**src/rtl/fetch_ctrl_pkg.sv**
```systemverilog
// Shared constants and state encoding for the instruction-fetch sequencer.
package fetch_ctrl_pkg;

    localparam int          DEF_IP_WIDTH   = 8;
    localparam int          DEF_LINE_WIDTH = 32;
    localparam logic [31:0] DEF_HALT_WORD  = 32'hFFFF_FFFF;

    // IDLE: waiting for start; FETCH: one-cycle memory read;
    // ISSUE: instruction offered to execute; HALT: program ended.
    typedef enum logic [1:0] {
        IDLE  = 2'd0,
        FETCH = 2'd1,
        ISSUE = 2'd2,
        HALT  = 2'd3
    } fetch_state_t;

endpackage

```
**src/rtl/fetch_ctrl_ip_counter.sv**
```systemverilog
// Instruction-pointer register: clear, load or increment (wrapping).
// Priority: rst > clr > load > inc.
module ip_counter #(
    parameter int W = 8
) (
    input  logic         clk,
    input  logic         rst,
    input  logic         clr,
    input  logic         inc,
    input  logic         load,
    input  logic [W-1:0] ld_val,
    output logic [W-1:0] q
);

    logic [W-1:0] r_q;

    // Update the pointer; the +1 wraps naturally at the register width.
    always_ff @(posedge clk) begin
        if (rst) begin
            r_q <= '0;
        end else if (clr) begin
            r_q <= '0;
        end else if (load) begin
            r_q <= ld_val;
        end else if (inc) begin
            r_q <= r_q + W'(1);
        end
    end

    assign q = r_q;

endmodule

```
**src/rtl/fetch_ctrl.sv**
```systemverilog
// Instruction-fetch sequencer: owns the IP, reads one line per FETCH,
// presents it on instr/instr_valid and applies jump redirects.
//
// Handshake: instr is transferred on a clk edge where instr_valid=1 and
// instr_ready=1; instr and instr_valid stay stable until that edge, and
// instr_ready while instr_valid=0 has no effect.
module fetch_ctrl
    import fetch_ctrl_pkg::*;
#(
    parameter int                    IP_WIDTH   = DEF_IP_WIDTH,
    parameter int                    LINE_WIDTH = DEF_LINE_WIDTH,
    parameter logic [LINE_WIDTH-1:0] HALT_WORD  = DEF_HALT_WORD
) (
    input  logic                  clk,
    input  logic                  rst,
    input  logic                  start,
    output logic                  mem_en,
    output logic [IP_WIDTH-1:0]   mem_ip,
    input  logic [LINE_WIDTH-1:0] mem_line,
    output logic [LINE_WIDTH-1:0] instr,
    output logic                  instr_valid,
    input  logic                  instr_ready,
    input  logic                  jump_en,
    input  logic [IP_WIDTH-1:0]   jump_target,
    output logic [IP_WIDTH-1:0]   cur_ip,
    output logic                  busy,
    output logic                  halted,
    output fetch_state_t          dbg_state
);

    fetch_state_t            r_state;
    logic [LINE_WIDTH-1:0]   r_instr;
    logic                    r_instr_valid;
    logic                    r_mem_en;
    logic                    r_busy;
    logic                    r_halted;

    logic                    w_hs;
    logic                    w_clr;
    logic                    w_load;
    logic                    w_inc;
    logic [IP_WIDTH-1:0]     w_ip;

    // The transfer edge; jump_en only matters here.
    assign w_hs   = (r_state == ISSUE) && r_instr_valid && instr_ready;
    assign w_clr  = start && ((r_state == IDLE) || (r_state == HALT));
    assign w_load = w_hs && jump_en;
    assign w_inc  = w_hs && !jump_en;

    ip_counter #(
        .W (IP_WIDTH)
    ) u_ip (
        .clk    (clk),
        .rst    (rst),
        .clr    (w_clr),
        .inc    (w_inc),
        .load   (w_load),
        .ld_val (jump_target),
        .q      (w_ip)
    );

    // Sequencer FSM; status outputs are registered alongside the next state.
    always_ff @(posedge clk) begin
        if (rst) begin
            r_state       <= IDLE;
            r_instr       <= '0;
            r_instr_valid <= 1'b0;
            r_mem_en      <= 1'b0;
            r_busy        <= 1'b0;
            r_halted      <= 1'b0;
        end else begin
            case (r_state)
                IDLE: begin
                    if (start) begin
                        r_state  <= FETCH;
                        r_mem_en <= 1'b1;
                        r_busy   <= 1'b1;
                    end
                end
                FETCH: begin
                    r_mem_en <= 1'b0;
                    if (mem_line == HALT_WORD) begin
                        r_state  <= HALT;
                        r_busy   <= 1'b0;
                        r_halted <= 1'b1;
                    end else begin
                        r_instr       <= mem_line;
                        r_instr_valid <= 1'b1;
                        r_state       <= ISSUE;
                    end
                end
                ISSUE: begin
                    if (w_hs) begin
                        r_instr_valid <= 1'b0;
                        r_state       <= FETCH;
                        r_mem_en      <= 1'b1;
                    end
                end
                HALT: begin
                    if (start) begin
                        r_state  <= FETCH;
                        r_mem_en <= 1'b1;
                        r_busy   <= 1'b1;
                        r_halted <= 1'b0;
                    end
                end
                default: begin
                    r_state <= IDLE;
                end
            endcase
        end
    end

    assign mem_en      = r_mem_en;
    assign mem_ip      = w_ip;
    assign cur_ip      = w_ip;
    assign instr       = r_instr;
    assign instr_valid = r_instr_valid;
    assign busy        = r_busy;
    assign halted      = r_halted;
    assign dbg_state   = r_state;

endmodule

```
**config.mk**
```make
export PLATFORM = sky130hd
export DESIGN_NAME = fetch_ctrl
export DESIGN_NICKNAME = d
export VERILOG_FILES = /design/src/rtl/fetch_ctrl_pkg.sv /design/src/rtl/fetch_ctrl_ip_counter.sv /design/src/rtl/fetch_ctrl.sv
export SDC_FILE = /design/constraint.sdc
export NUM_CORES = 1
export LEC_CHECK = 0
export CAP_MARGIN = 30
export CORE_ASPECT_RATIO = 0.75
export CORE_MARGIN = 10
export CORE_UTILIZATION = 42
export CTS_CLUSTER_SIZE = 40
export DETAILED_ROUTE_END_ITERATION = 10
export PLACE_DENSITY = 0.91
export RECOVER_POWER = 25
export SKIP_LAST_GASP = 1
export SYNTH_ARGS = -nofsm -noshare
export SYNTH_HDL_FRONTEND = slang
export SYNTH_SLANG_ARGS = --single-unit
```
**constraint.sdc**
```tcl
create_clock -name clk -period 3.62 [get_ports clk]
set_input_delay 0.724 -clock clk [delete_from_list [all_inputs] [get_ports clk]]
set_output_delay 0.724 -clock clk [all_outputs]
set_load 0.05 [all_outputs]
```
---- After elaboration in Yosys (flattened, before gate mapping) ----
Index checks and enable logic that the tools add are counted.
storage, ports and cells
  logic and storage cells ................. 54
  memory bits (read-only) ................. 0
  latch bits .............................. 0
  flip-flop bits (word level) ............. 46
  memories kept ........................... 0
  input bits .............................. 45
  output and inout bits ................... 54
  memory bits (writable) .................. 0
cells by class
  bitwise operators ....................... 1
  div/mod/pow operators ................... 0
  add/sub/neg operators ................... 1
  muxes and demuxes ....................... 17
  shift operators ......................... 0
  equality and inequality tests ........... 9
  $mul .................................... 0
  reductions and logical operators ........ 19
  $lt $le $gt $ge ......................... 0
operator list
  cell                                                                     count
  32-bit == test, second input constant                                    1
  8-bit two-way mux                                                        2
  3-bit AND reduction                                                      3
  8-bit by 1-bit adder with 8-bit output, second input constant            1
  1-bit two-way mux                                                        8
  2-bit inequality test, second input constant                             4
  2-bit nonzero test                                                       4
  1-bit case mux with 2 select lines                                       3
  2-bit case mux with 3 select lines                                       1
  1-bit logical AND                                                        5
  2-bit == test, second input constant                                     2
  2-bit two-way mux                                                        2
  2-bit AND reduction                                                      2
  2-bit OR reduction                                                       2
  1-bit case mux with 3 select lines                                       1
  2-bit by 1-bit == test with 1-bit output, second input constant          1
  2-bit logical NOT                                                        1
  2-bit by 1-bit inequality test with 1-bit output, second input constant  1
  1-bit logical NOT                                                        1
  1-bit logical OR                                                         1
  1-bit inverter                                                           1

---- Logic depth before layout (Yosys ltp) ----
Gate-level depths: netlist (run 1).
  depth in word-level cells ............... 6
  gate-level depth with buffers ........... 6
  depth with buffers taken out ............ 6

---- Cells and area by module ----
A second synthesis (run 1) with hierarchy kept.
unflattened totals
  cell total of the unflattened synthesis .. 249
  area total of the unflattened synthesis .. 2394.8 um^2
modules (own cells, without submodules)
  module      cells an instance  instances  area each (um^2)  sequential area each (um^2)
  fetch_ctrl  200                1          1949.4            760.7
  ip_counter  49                 1          445.4             160.2

---- Least setup slack after synthesis (run 1) ----
OpenSTA, ideal clock, no wires.
  path type ............................... register -> register
  start ................................... reg r_state[0] (netlist: dbg_state[0])
  end ..................................... reg r_state[1] (netlist: dbg_state[1])
  data required time ...................... 3.497 ns
  period minus slack after synthesis ...... 1.901 ns
  stages on the path, launching flop included .. 7
  setup time .............................. 0.123 ns
  setup slack ............................. 1.719 ns
  buffers on the path ..................... 0
  data arrival time ....................... 1.777 ns
  cells stage by stage .................... dfxtp_1 inv_1 ha_1 nor2b_1 a21oi_1 mux2i_1 nor2_1
between the ends
  longest elaborated chain between the ends .. 5
  elaborated cells between the ends (all ways) .. 11
  classes of those cells .................. eq/ne (5); mux (1); reduce/logical (5)
RTL lines
  item                             RTL line                            RTL
  start, declared                  fetch_ctrl.sv:31                    fetch_state_t r_state;
  start signal, assigned           fetch_ctrl.sv:65                    r_state <= IDLE;
  start signal, assigned           fetch_ctrl.sv:75                    r_state <= FETCH;
  start signal, assigned           fetch_ctrl.sv:83                    r_state <= HALT;
  2-bit == test                    fetch_ctrl.sv:45, fetch_ctrl.sv:72
  1-bit logical AND (2 in series)  fetch_ctrl.sv:45                    assign w_hs = (r_state == ISSUE) && r_instr_valid && instr_ready;
  2-bit inequality test (no line)  n/a
  2-bit AND reduction (no line)    n/a
Several ways; a longest one is shown, not always the timed one.
A chain may end at the register's enable or synchronous reset.

---- Worst setup path after layout (run 1) ----
  start ................................... in mem_line[13]
  end ..................................... reg r_instr[2] (netlist: instr[2])
between the ends
  longest elaborated chain between the ends .. 3
RTL lines
  item                           RTL line          RTL
  start, declared                fetch_ctrl.sv:19  input logic [LINE_WIDTH-1:0] mem_line,
  32-bit == test                 fetch_ctrl.sv:82  if (mem_line == HALT_WORD) begin
  1-bit inverter (no line)       n/a
  2-bit AND reduction (no line)  n/a
  end signal, assigned           fetch_ctrl.sv:87  r_instr <= mem_line;
  end, declared                  fetch_ctrl.sv:32  logic [LINE_WIDTH-1:0] r_instr;
Every way passes these cells.

==> impl_metrics.xml, run 1 <==
<?xml version="1.0" encoding="UTF-8"?>
<metrics>
  <group name="run_status">
    <metric name="status" unit="">completed</metric>
  </group>
  <group name="floorplan">
    <metric name="dieArea" unit="um2">9135</metric>
    <metric name="die-height" unit="um">85.31</metric>
    <metric name="total_core_area" unit="um2">5439</metric>
    <metric name="initial_utilization" unit="">0.4392</metric>
    <metric name="io-pin-count" unit="">99</metric>
    <metric name="die_width" unit="um">107.1</metric>
    <metric name="num_rows" unit="">23</metric>
  </group>
  <group name="timing">
    <metric name="hold_viol_final" unit="">0</metric>
    <metric name="max-slew-margin-rel" unit="">0.4874</metric>
    <metric name="hold_slack" unit="ns">0.4727</metric>
    <metric name="worst-slew-pin-transition" unit="ns">0.7664</metric>
    <metric name="finClkSkew" unit="ns">0.005032</metric>
    <metric name="fmaxAchievable" unit="MHz">373.7</metric>
    <metric name="grt_setup_unrepaired" unit="">false</metric>
    <metric name="final_clock_period_utilization_by_the_worst_path" unit="">0.7393</metric>
    <metric name="setup_total_negative_slack" unit="ns">0</metric>
    <metric name="timing.final.max_slew_violations" unit="">0</metric>
    <metric name="min_cycle_time_layout" unit="ns">2.676</metric>
    <metric name="finalSetupViolations" unit="">0</metric>
  </group>
  <group name="placed_design">
    <metric name="place_hpwl" unit="um">5500</metric>
    <metric name="placedInstanceArea" unit="um2">3397</metric>
    <metric name="numPortBuffers" unit="">98</metric>
    <metric name="dpl.cell_count" unit="">412</metric>
    <metric name="routability_congestion_estimate" unit="">0.8572</metric>
  </group>
  <group name="routing">
    <metric name="viasPerCell" unit="">5.119</metric>
    <metric name="drtPass1Iterations" unit="">4</metric>
    <metric name="routedWlPerCell" unit="um">16.56</metric>
    <metric name="wirelength" unit="um">6940</metric>
    <metric name="post-route-drc-count" unit="">0</metric>
    <metric name="drt.antenna.violating_nets" unit="">0</metric>
    <metric name="route.vias.total" unit="">2145</metric>
    <metric name="drt-initial-drc-count" unit="">91</metric>
  </group>
  <group name="min_path">
    <metric name="worstHoldStart" unit="">instr[9]</metric>
    <metric name="min_path_type" unit="">reg2reg</metric>
  </group>
  <group name="clock_network">
    <metric name="numClockSinks" unit="">46</metric>
    <metric name="tritoncts_clock_tree" unit="">done</metric>
    <metric name="worst_setup_hold_path_clk_slew" unit="ns">0.08</metric>
    <metric name="cts.root.buffer_cell" unit="">sky130_fd_sc_hd__clkbuf_8</metric>
    <metric name="ctsHtreeMaxLevel" unit="">2</metric>
    <metric name="clockBufferDepth" unit="">2</metric>
    <metric name="cts.repair_timing.setup_buffer_count" unit="">0</metric>
    <metric name="cts_made_buffers" unit="">5</metric>
    <metric name="postCtsResizedCells" unit="">0</metric>
    <metric name="cts_hold_repair.buffers" unit="">0</metric>
    <metric name="worst_skew_pair.late_latency" unit="ns">0.29</metric>
  </group>
  <group name="worst_setup_path">
    <metric name="setup.worst_path.end" unit="">instr[2]</metric>
    <metric name="timing.rr.end" unit="">instr[2]</metric>
    <metric name="startpoint_type" unit="">primary input</metric>
    <metric name="reg2reg_slack" unit="ns">1.59</metric>
    <metric name="rr_worst_depth" unit="">5</metric>
    <metric name="timing.setup.critical_path_class" unit="">in2reg</metric>
    <metric name="critical_path.startpoint" unit="">mem_line[13]</metric>
    <metric name="rr_startpoint" unit="">dbg_state[0]</metric>
    <metric name="end_kind" unit="">flop</metric>
    <metric name="worst-path-max-fanout" unit="">14</metric>
    <metric name="critical_path_required" unit="ns">3.80</metric>
    <metric name="critical_path_arrival" unit="ns">2.86</metric>
  </group>
  <group name="power">
    <metric name="comb_power_share" unit="">0.483</metric>
    <metric name="power.internal" unit="mW">1.077</metric>
    <metric name="switching_share" unit="">0.4153</metric>
    <metric name="pwr-share-seq" unit="">0.356</metric>
    <metric name="static-leakage-power" unit="nW">1.339</metric>
    <metric name="share_clk_of_total_power" unit="">0.160</metric>
    <metric name="max-vdd-ir-drop" unit="mV">0.3154</metric>
    <metric name="p_switching" unit="mW">0.7647</metric>
    <metric name="design_power_total" unit="mW">1.841</metric>
    <metric name="power_per_cell_area" unit="nW/um2">530.2</metric>
  </group>
  <group name="logic_synthesis">
    <metric name="yosysWarnings" unit="">0</metric>
    <metric name="net_count_after_synthesis" unit="">305</metric>
    <metric name="ys_seq_elements" unit="">46</metric>
    <metric name="synth_area_per_cell" unit="um2">9.367</metric>
    <metric name="synthesis.instances" unit="">255</metric>
    <metric name="synth_sequential_area_ratio" unit="">0.3855</metric>
    <metric name="number_of_distinct_standard_cells_referenced_by_the_synthesized_netlist" unit="">32</metric>
    <metric name="synth.cell_area" unit="um2">2389</metric>
  </group>
  <group name="finish">
    <metric name="area_growth" unit="%">45.42</metric>
    <metric name="fillerInstances" unit="">446</metric>
    <metric name="ratio_of_cells_with_drive_above_1_in_the_final_layout" unit="">0.04651</metric>
    <metric name="instances_no_fill" unit="">419</metric>
    <metric name="final_area" unit="um2">3473</metric>
    <metric name="nets" unit="">394</metric>
    <metric name="insertedDiodeCount" unit="">0</metric>
  </group>
  <group name="grt">
    <metric name="grt_max_degree" unit="">28</metric>
    <metric name="antenna_violations_before_repair" unit="">0</metric>
    <metric name="remaining_global_route_overflow" unit="">0</metric>
    <metric name="via_count_of_the_first_global_routing_pass" unit="">2095</metric>
    <metric name="groute.usage.overall" unit="">0.1461</metric>
    <metric name="grt_first_pass_wirelength" unit="um">10850</metric>
  </group>
  <group name="job">
    <metric name="maxCapViolCount" unit="">0</metric>
  </group>
</metrics>
worst min-delay path by stage:
| stage | end | slack, ns | cells past startpoint |
|---|---|---|---|
| 3_3_place_gp | instr[28] | 0.46 | 2 |
| 6_report | instr[9] | 0.47 | 2 |
| 3_5_place_dp | instr[0] | 0.46 | 2 |
| 4_1_cts | instr[9] | 0.48 | 2 |
| 5_1_grt | instr[23] | 0.49 | 2 |
| 2_1_floorplan | instr[0] | 0.69 | 2 |
stage by stage:
stage,setup WS [ns],util
after floorplan,1.719,-
after global placement,0.7268,0.6195
after detailed placement,0.6340,0.6246
after CTS,0.9485,0.6386
after global routing,0.8462,0.6386
final,0.9438,0.6386
metal layers:
layer	up-vias	track usage	routed length, um
met2	79	0.2375	3387
met4	0	0.05644	59
met5	-	0	0
met3	4	0.04532	489
met1	1009	0.1758	3003
li1	1053	-	-
registers in the layout (all words and copies together) (netlist names):
name,count
instr,32
u_ip.q,8
dbg_state,2
busy,1
halted,1
instr_valid,1
mem_en,1
cells by family after synthesis:
group / Yosys count / synth area share
adders and majority gates: 5 / 0.02619
AOI/OAI and AO/OA: 33 / 0.08853
buffers and inverters: 25 / 0.06128
and+or+nand+nor: 111 / 0.2918
muxes: 35 / 0.1467
DFF: 46 / 0.3855
power by group through the flow:
stage | clock network [mW] | registers (mW) | logic, mW
2_1_floorplan | 0 | 0.968 | 0.294
3_3_place_gp | 0 | 0.663 | 0.872
3_5_place_dp | 0 | 0.668 | 0.906
4_1_cts | 0.300 | 0.658 | 0.909
5_1_grt | 0.327 | 0.667 | 0.936
6_report | 0.295 | 0.656 | 0.890
layout make-up:
cell class,count,area [um2],share of cell area
sequential,46,920.9,0.2651
multi-input combinational,184,1329,0.3826
timing repair buffer,103,1039,0.2990
inverter,4,15.01,0.004323
clock buffer,7,76.32,0.02197
tap,75,93.84,0.02702
placed cells by master, fill, tap and decap left out, types with 4 or more instances in the layout:
| master | n |
|---|---|
| sky130_fd_sc_hd__and3_1 | 5 |
| sky130_fd_sc_hd__nand4_1 | 10 |
| sky130_fd_sc_hd__clkdlybuf4s50_1 | 80 |
| sky130_fd_sc_hd__o21ai_0 | 8 |
| sky130_fd_sc_hd__clkbuf_8 | 5 |
| sky130_fd_sc_hd__a21oi_1 | 9 |
| sky130_fd_sc_hd__nor2_1 | 9 |
| sky130_fd_sc_hd__buf_4 | 4 |
| sky130_fd_sc_hd__inv_1 | 4 |
| sky130_fd_sc_hd__nand2b_1 | 67 |
| sky130_fd_sc_hd__a211oi_1 | 6 |
| sky130_fd_sc_hd__mux2i_1 | 35 |
| sky130_fd_sc_hd__dfxtp_1 | 46 |
| sky130_fd_sc_hd__ha_1 | 5 |
| sky130_fd_sc_hd__nand2_1 | 5 |
| sky130_fd_sc_hd__nand3_1 | 4 |
| sky130_fd_sc_hd__dlygate4sd3_1 | 18 |
worst max-delay path, stage by stage:
cell and delay (ns):
sky130_fd_sc_hd__clkdlybuf4s50_1 0.50, sky130_fd_sc_hd__nand4_1 0.15, sky130_fd_sc_hd__nor4_4 0.61, sky130_fd_sc_hd__a21boi_4 0.30, sky130_fd_sc_hd__buf_16 0.25, sky130_fd_sc_hd__buf_4 0.19, sky130_fd_sc_hd__mux2i_1 0.13
Yosys cell counts:
cell type | number | area, um2
sky130_fd_sc_hd__a211o_1 | 1 | 8.760
sky130_fd_sc_hd__a211oi_1 | 6 | 45.04
sky130_fd_sc_hd__a21boi_2 | 1 | 11.26
sky130_fd_sc_hd__a21o_1 | 1 | 7.510
sky130_fd_sc_hd__a21oi_1 | 9 | 45.04
sky130_fd_sc_hd__a22o_1 | 1 | 8.760
sky130_fd_sc_hd__a22oi_1 | 2 | 15.01
sky130_fd_sc_hd__a31o_2 | 1 | 8.760
sky130_fd_sc_hd__and3_1 | 5 | 31.28
sky130_fd_sc_hd__and4b_1 | 1 | 10.01
sky130_fd_sc_hd__buf_1 | 1 | 3.750
sky130_fd_sc_hd__buf_4 | 8 | 60.06
sky130_fd_sc_hd__buf_6 | 3 | 33.78
sky130_fd_sc_hd__clkbuf_1 | 9 | 33.78
sky130_fd_sc_hd__dfxtp_1 | 46 | 920.9
sky130_fd_sc_hd__ha_1 | 5 | 62.56
sky130_fd_sc_hd__inv_1 | 4 | 15.01
sky130_fd_sc_hd__mux2i_1 | 35 | 350.3
sky130_fd_sc_hd__nand2_1 | 5 | 18.77
sky130_fd_sc_hd__nand2b_1 | 67 | 419.2
sky130_fd_sc_hd__nand3_1 | 4 | 20.02
sky130_fd_sc_hd__nand3b_1 | 2 | 15.01
sky130_fd_sc_hd__nand4_1 | 10 | 62.56
sky130_fd_sc_hd__nor2_1 | 9 | 33.78
sky130_fd_sc_hd__nor2b_1 | 2 | 12.51
sky130_fd_sc_hd__nor3_1 | 1 | 5.000
sky130_fd_sc_hd__nor4_1 | 1 | 6.260
sky130_fd_sc_hd__nor4_4 | 2 | 42.54
sky130_fd_sc_hd__o21ai_0 | 8 | 40.04
sky130_fd_sc_hd__o22ai_1 | 1 | 6.260
sky130_fd_sc_hd__o31ai_1 | 2 | 15.01
sky130_fd_sc_hd__or4b_2 | 2 | 20.02
No activity file was read; power rests on OpenSTA's default activity.
==> run 2: changes to the inputs <==
--- a/config.mk
+++ b/config.mk
@@ -8,10 +8,10 @@
 export CAP_MARGIN = 30
 export CORE_ASPECT_RATIO = 0.75
 export CORE_MARGIN = 10
-export CORE_UTILIZATION = 42
+export CORE_UTILIZATION = 39
 export CTS_CLUSTER_SIZE = 40
 export DETAILED_ROUTE_END_ITERATION = 10
-export PLACE_DENSITY = 0.91
+export PLACE_DENSITY = 0.89
 export RECOVER_POWER = 25
 export SKIP_LAST_GASP = 1
 export SYNTH_ARGS = -nofsm -noshare
==> constraint.sdc (replaced) <==
create_clock -name clk -period 2.3 [get_ports clk]
set_input_delay 0.46 -clock clk [delete_from_list [all_inputs] [get_ports clk]]
set_output_delay 0.46 -clock clk [all_outputs]
set_load 0.05 [all_outputs]
==> run 2 against run 1 <==
  * Largest cell class unchanged
  * Combinational power up 57%
  * First-iteration DRC count is 4.4% lower
  * Power rose by 59%
  * Sequential share of layout area about the same
  * Clock skew is 0.00090 ns lower
  * Cell count is 1.4% higher
  * Clock power up 71%
  * Sequential power up 57%
==> impl_metrics.xml, run 2 (synthesis gave the netlist of run 1 again) <==
<?xml version="1.0" encoding="UTF-8"?>
<metrics>
  <group name="worst_setup_path">
    <metric name="timing.rr.end" unit="">instr[22]</metric>
    <metric name="worst-path-max-fanout" unit="">7</metric>
    <metric name="cp_slowest_stage_delay" unit="ns">0.57</metric>
    <metric name="rr_startpoint" unit="">dbg_state[0]</metric>
    <metric name="crit_chain" unit="">dlygate4sd3_1 -&gt; nand4_1 -&gt; nor4_4 -&gt; a21boi_1 -&gt; clkbuf_1 -&gt; mux2i_1</metric>
    <metric name="reg2reg_slack" unit="ns">0.40</metric>
    <metric name="rr_worst_depth" unit="">4</metric>
    <metric name="cp_top_family" unit="">buffers and inverters</metric>
    <metric name="critical_path.startpoint" unit="">mem_line[13]</metric>
    <metric name="startpoint_type" unit="">primary input</metric>
    <metric name="critical_path_required" unit="ns">2.51</metric>
    <metric name="critical_path_arrival" unit="ns">2.35</metric>
    <metric name="timing.setup.critical_path_class" unit="">in2reg</metric>
    <metric name="end_kind" unit="">flop</metric>
    <metric name="cpMaxStageDelayCell" unit="">sky130_fd_sc_hd__dlygate4sd3_1</metric>
    <metric name="number_of_buffers_and_inverters_on_the_critical_path" unit="">2</metric>
  </group>
  <group name="finish">
    <metric name="final_area" unit="um2">3480</metric>
    <metric name="max_ffs_per_register" unit="">32</metric>
    <metric name="insertedDiodeCount" unit="">0</metric>
    <metric name="fillerInstances" unit="">509</metric>
    <metric name="nets" unit="">396</metric>
    <metric name="layout.cells.most_common_list" unit="">sky130_fd_sc_hd__clkdlybuf4s50_1 (96), sky130_fd_sc_hd__nand2b_1 (67), sky130_fd_sc_hd__dfxtp_1 (46)</metric>
    <metric name="mostFrequentLayoutCell" unit="">sky130_fd_sc_hd__clkdlybuf4s50_1</metric>
    <metric name="ratio_of_cells_with_drive_above_1_in_the_final_layout" unit="">0.05476</metric>
    <metric name="area_growth" unit="%">45.68</metric>
  </group>
  <group name="floorplan">
    <metric name="initial_utilization" unit="">0.4058</metric>
    <metric name="die_width" unit="um">110.4</metric>
    <metric name="io-pin-count" unit="">99</metric>
    <metric name="die-height" unit="um">87.78</metric>
    <metric name="num_rows" unit="">24</metric>
    <metric name="dieArea" unit="um2">9687</metric>
    <metric name="total_core_area" unit="um2">5886</metric>
  </group>
  <group name="routing">
    <metric name="drtPass1Iterations" unit="">4</metric>
    <metric name="route.vias.total" unit="">2125</metric>
    <metric name="wirelength" unit="um">7003</metric>
    <metric name="post-route-drc-count" unit="">0</metric>
    <metric name="drt-initial-drc-count" unit="">87</metric>
    <metric name="viasPerCell" unit="">5.000</metric>
    <metric name="routedWlPerCell" unit="um">16.48</metric>
    <metric name="drt.antenna.violating_nets" unit="">0</metric>
  </group>
  <group name="placed_design">
    <metric name="placedInstanceArea" unit="um2">3403</metric>
    <metric name="numPortBuffers" unit="">98</metric>
    <metric name="place_hpwl" unit="um">5489</metric>
    <metric name="routability_congestion_estimate" unit="">0.8921</metric>
  </group>
  <group name="grt">
    <metric name="grt_first_pass_wirelength" unit="um">10900</metric>
    <metric name="groute.usage.overall" unit="">0.1380</metric>
    <metric name="antenna_violations_before_repair" unit="">0</metric>
    <metric name="remaining_global_route_overflow" unit="">0</metric>
    <metric name="grt_use_met3" unit="">0.04475</metric>
    <metric name="gr-usage-met1" unit="">0.1720</metric>
    <metric name="via_count_of_the_first_global_routing_pass" unit="">2183</metric>
    <metric name="groute.layer.met2.usage" unit="">0.2201</metric>
    <metric name="grt_max_degree" unit="">33</metric>
    <metric name="grt-busiest-layer" unit="">met2</metric>
  </group>
  <group name="clock_network">
    <metric name="postCtsResizedCells" unit="">0</metric>
    <metric name="worst_skew_pair.late_latency" unit="ns">0.29</metric>
    <metric name="cts_made_buffers" unit="">5</metric>
    <metric name="cts.root.buffer_cell" unit="">sky130_fd_sc_hd__clkbuf_8</metric>
    <metric name="clockBufferDepth" unit="">2</metric>
    <metric name="worst_setup_hold_path_clk_slew" unit="ns">0.08</metric>
    <metric name="tritoncts_clock_tree" unit="">done</metric>
    <metric name="numClockSinks" unit="">46</metric>
    <metric name="cts.repair_timing.setup_buffer_count" unit="">0</metric>
    <metric name="cts_hold_repair.buffers" unit="">0</metric>
    <metric name="ctsHtreeMaxLevel" unit="">2</metric>
  </group>
  <group name="power">
    <metric name="power_per_cell_area" unit="nW/um2">842.5</metric>
    <metric name="static-leakage-power" unit="nW">1.303</metric>
    <metric name="max-vdd-ir-drop" unit="mV">0.4886</metric>
  </group>
  <group name="timing">
    <metric name="max-slew-margin-rel" unit="">0.6381</metric>
    <metric name="fmaxAchievable" unit="MHz">468.2</metric>
    <metric name="timing.final.max_slew_violations" unit="">0</metric>
    <metric name="setup_total_negative_slack" unit="ns">0</metric>
    <metric name="grt_setup_unrepaired" unit="">false</metric>
    <metric name="finalSetupViolations" unit="">0</metric>
    <metric name="finClkSkew" unit="ns">0.004131</metric>
    <metric name="hold_viol_final" unit="">0</metric>
    <metric name="worst-slew-pin-transition" unit="ns">0.5411</metric>
    <metric name="final_clock_period_utilization_by_the_worst_path" unit="">0.9287</metric>
    <metric name="min_cycle_time_layout" unit="ns">2.136</metric>
  </group>
  <group name="min_path">
    <metric name="min_delay_path_depth" unit="">2</metric>
    <metric name="hold_end" unit="">instr[29]</metric>
    <metric name="worstHoldStart" unit="">instr[29]</metric>
    <metric name="min_path_type" unit="">reg2reg</metric>
  </group>
  <group name="job">
    <metric name="maxCapViolCount" unit="">0</metric>
  </group>
  <group name="run_status">
    <metric name="status" unit="">completed</metric>
  </group>
</metrics>
[run 2: changes by cell type in the layout (fill, tap and decap cells not counted), sizes merged]
| cell | delta |
|---|---|
| clkdlybuf4s50 | +16 |
| clkbuf | +1 |
| buf | +2 |
| dlygate4sd3 | -17 |
| clkinv | +1 |
[run 2: worst reg2reg max path: stages, from the launching register on]
cell and delay, ns:
sky130_fd_sc_hd__dfxtp_1 0.43, sky130_fd_sc_hd__ha_1 0.28, sky130_fd_sc_hd__a21boi_1 0.39, sky130_fd_sc_hd__clkbuf_1 0.46
sky130_fd_sc_hd__mux2i_1 0.27
[run 2: layout make-up]
| cell class | instances | area [um2] | area share |
|---|---|---|---|
| Tap cell | 78 | 97.59 | 0.02805 |
| Timing Repair Buffer | 105 | 1037 | 0.2981 |
| Clock inverter | 1 | 5.005 | 0.001438 |
| Multi-Input combinational cell | 184 | 1318 | 0.3786 |
| Clock buffer | 7 | 86.33 | 0.02481 |
| Sequential cell | 46 | 920.9 | 0.2647 |
| Inverter | 4 | 15.01 | 0.004315 |
[run 2: worst max-delay path by stage]
stage | end | slack, ns | cells after the start
after global placement | busy | 0.13 | 6
after CTS | mem_ip[3] | 0.21 | 1
after floorplan | dbg_state[1] | 0.40 | 6
after global routing | instr[18] | 0.09 | 6
final | instr[22] | 0.16 | 6
after detailed placement | busy | 0.10 | 6
[run 2: through the flow]
step                hold slack (ns)  setup slack (ns)    util  total power, mW  instances
finish                       0.4761            0.1640  0.5912            2.932        425
floorplan                    0.6153            0.3995       -            1.987        255
global route                 0.4930           0.09184  0.5912            3.083        425
global placement             0.4576            0.1292  0.5782            2.443        417
CTS                          0.4810            0.2130  0.5938            2.975        425
detailed placement           0.4632            0.1014  0.5782            2.464        417
[run 2: power by group]
part	total [mW]	switching (mW)	internal, mW
clock	0.503	0.260	0.243
sequential	1.03	0.0944	0.938
combinational	1.40	0.855	0.541
total	2.93	1.21	1.72
[run 2: layer usage]
layer	up-vias	wire [um]
met5	-	0
met4	0	154
met3	10	582
met2	74	3173
met1	976	3093
li1	1065	-
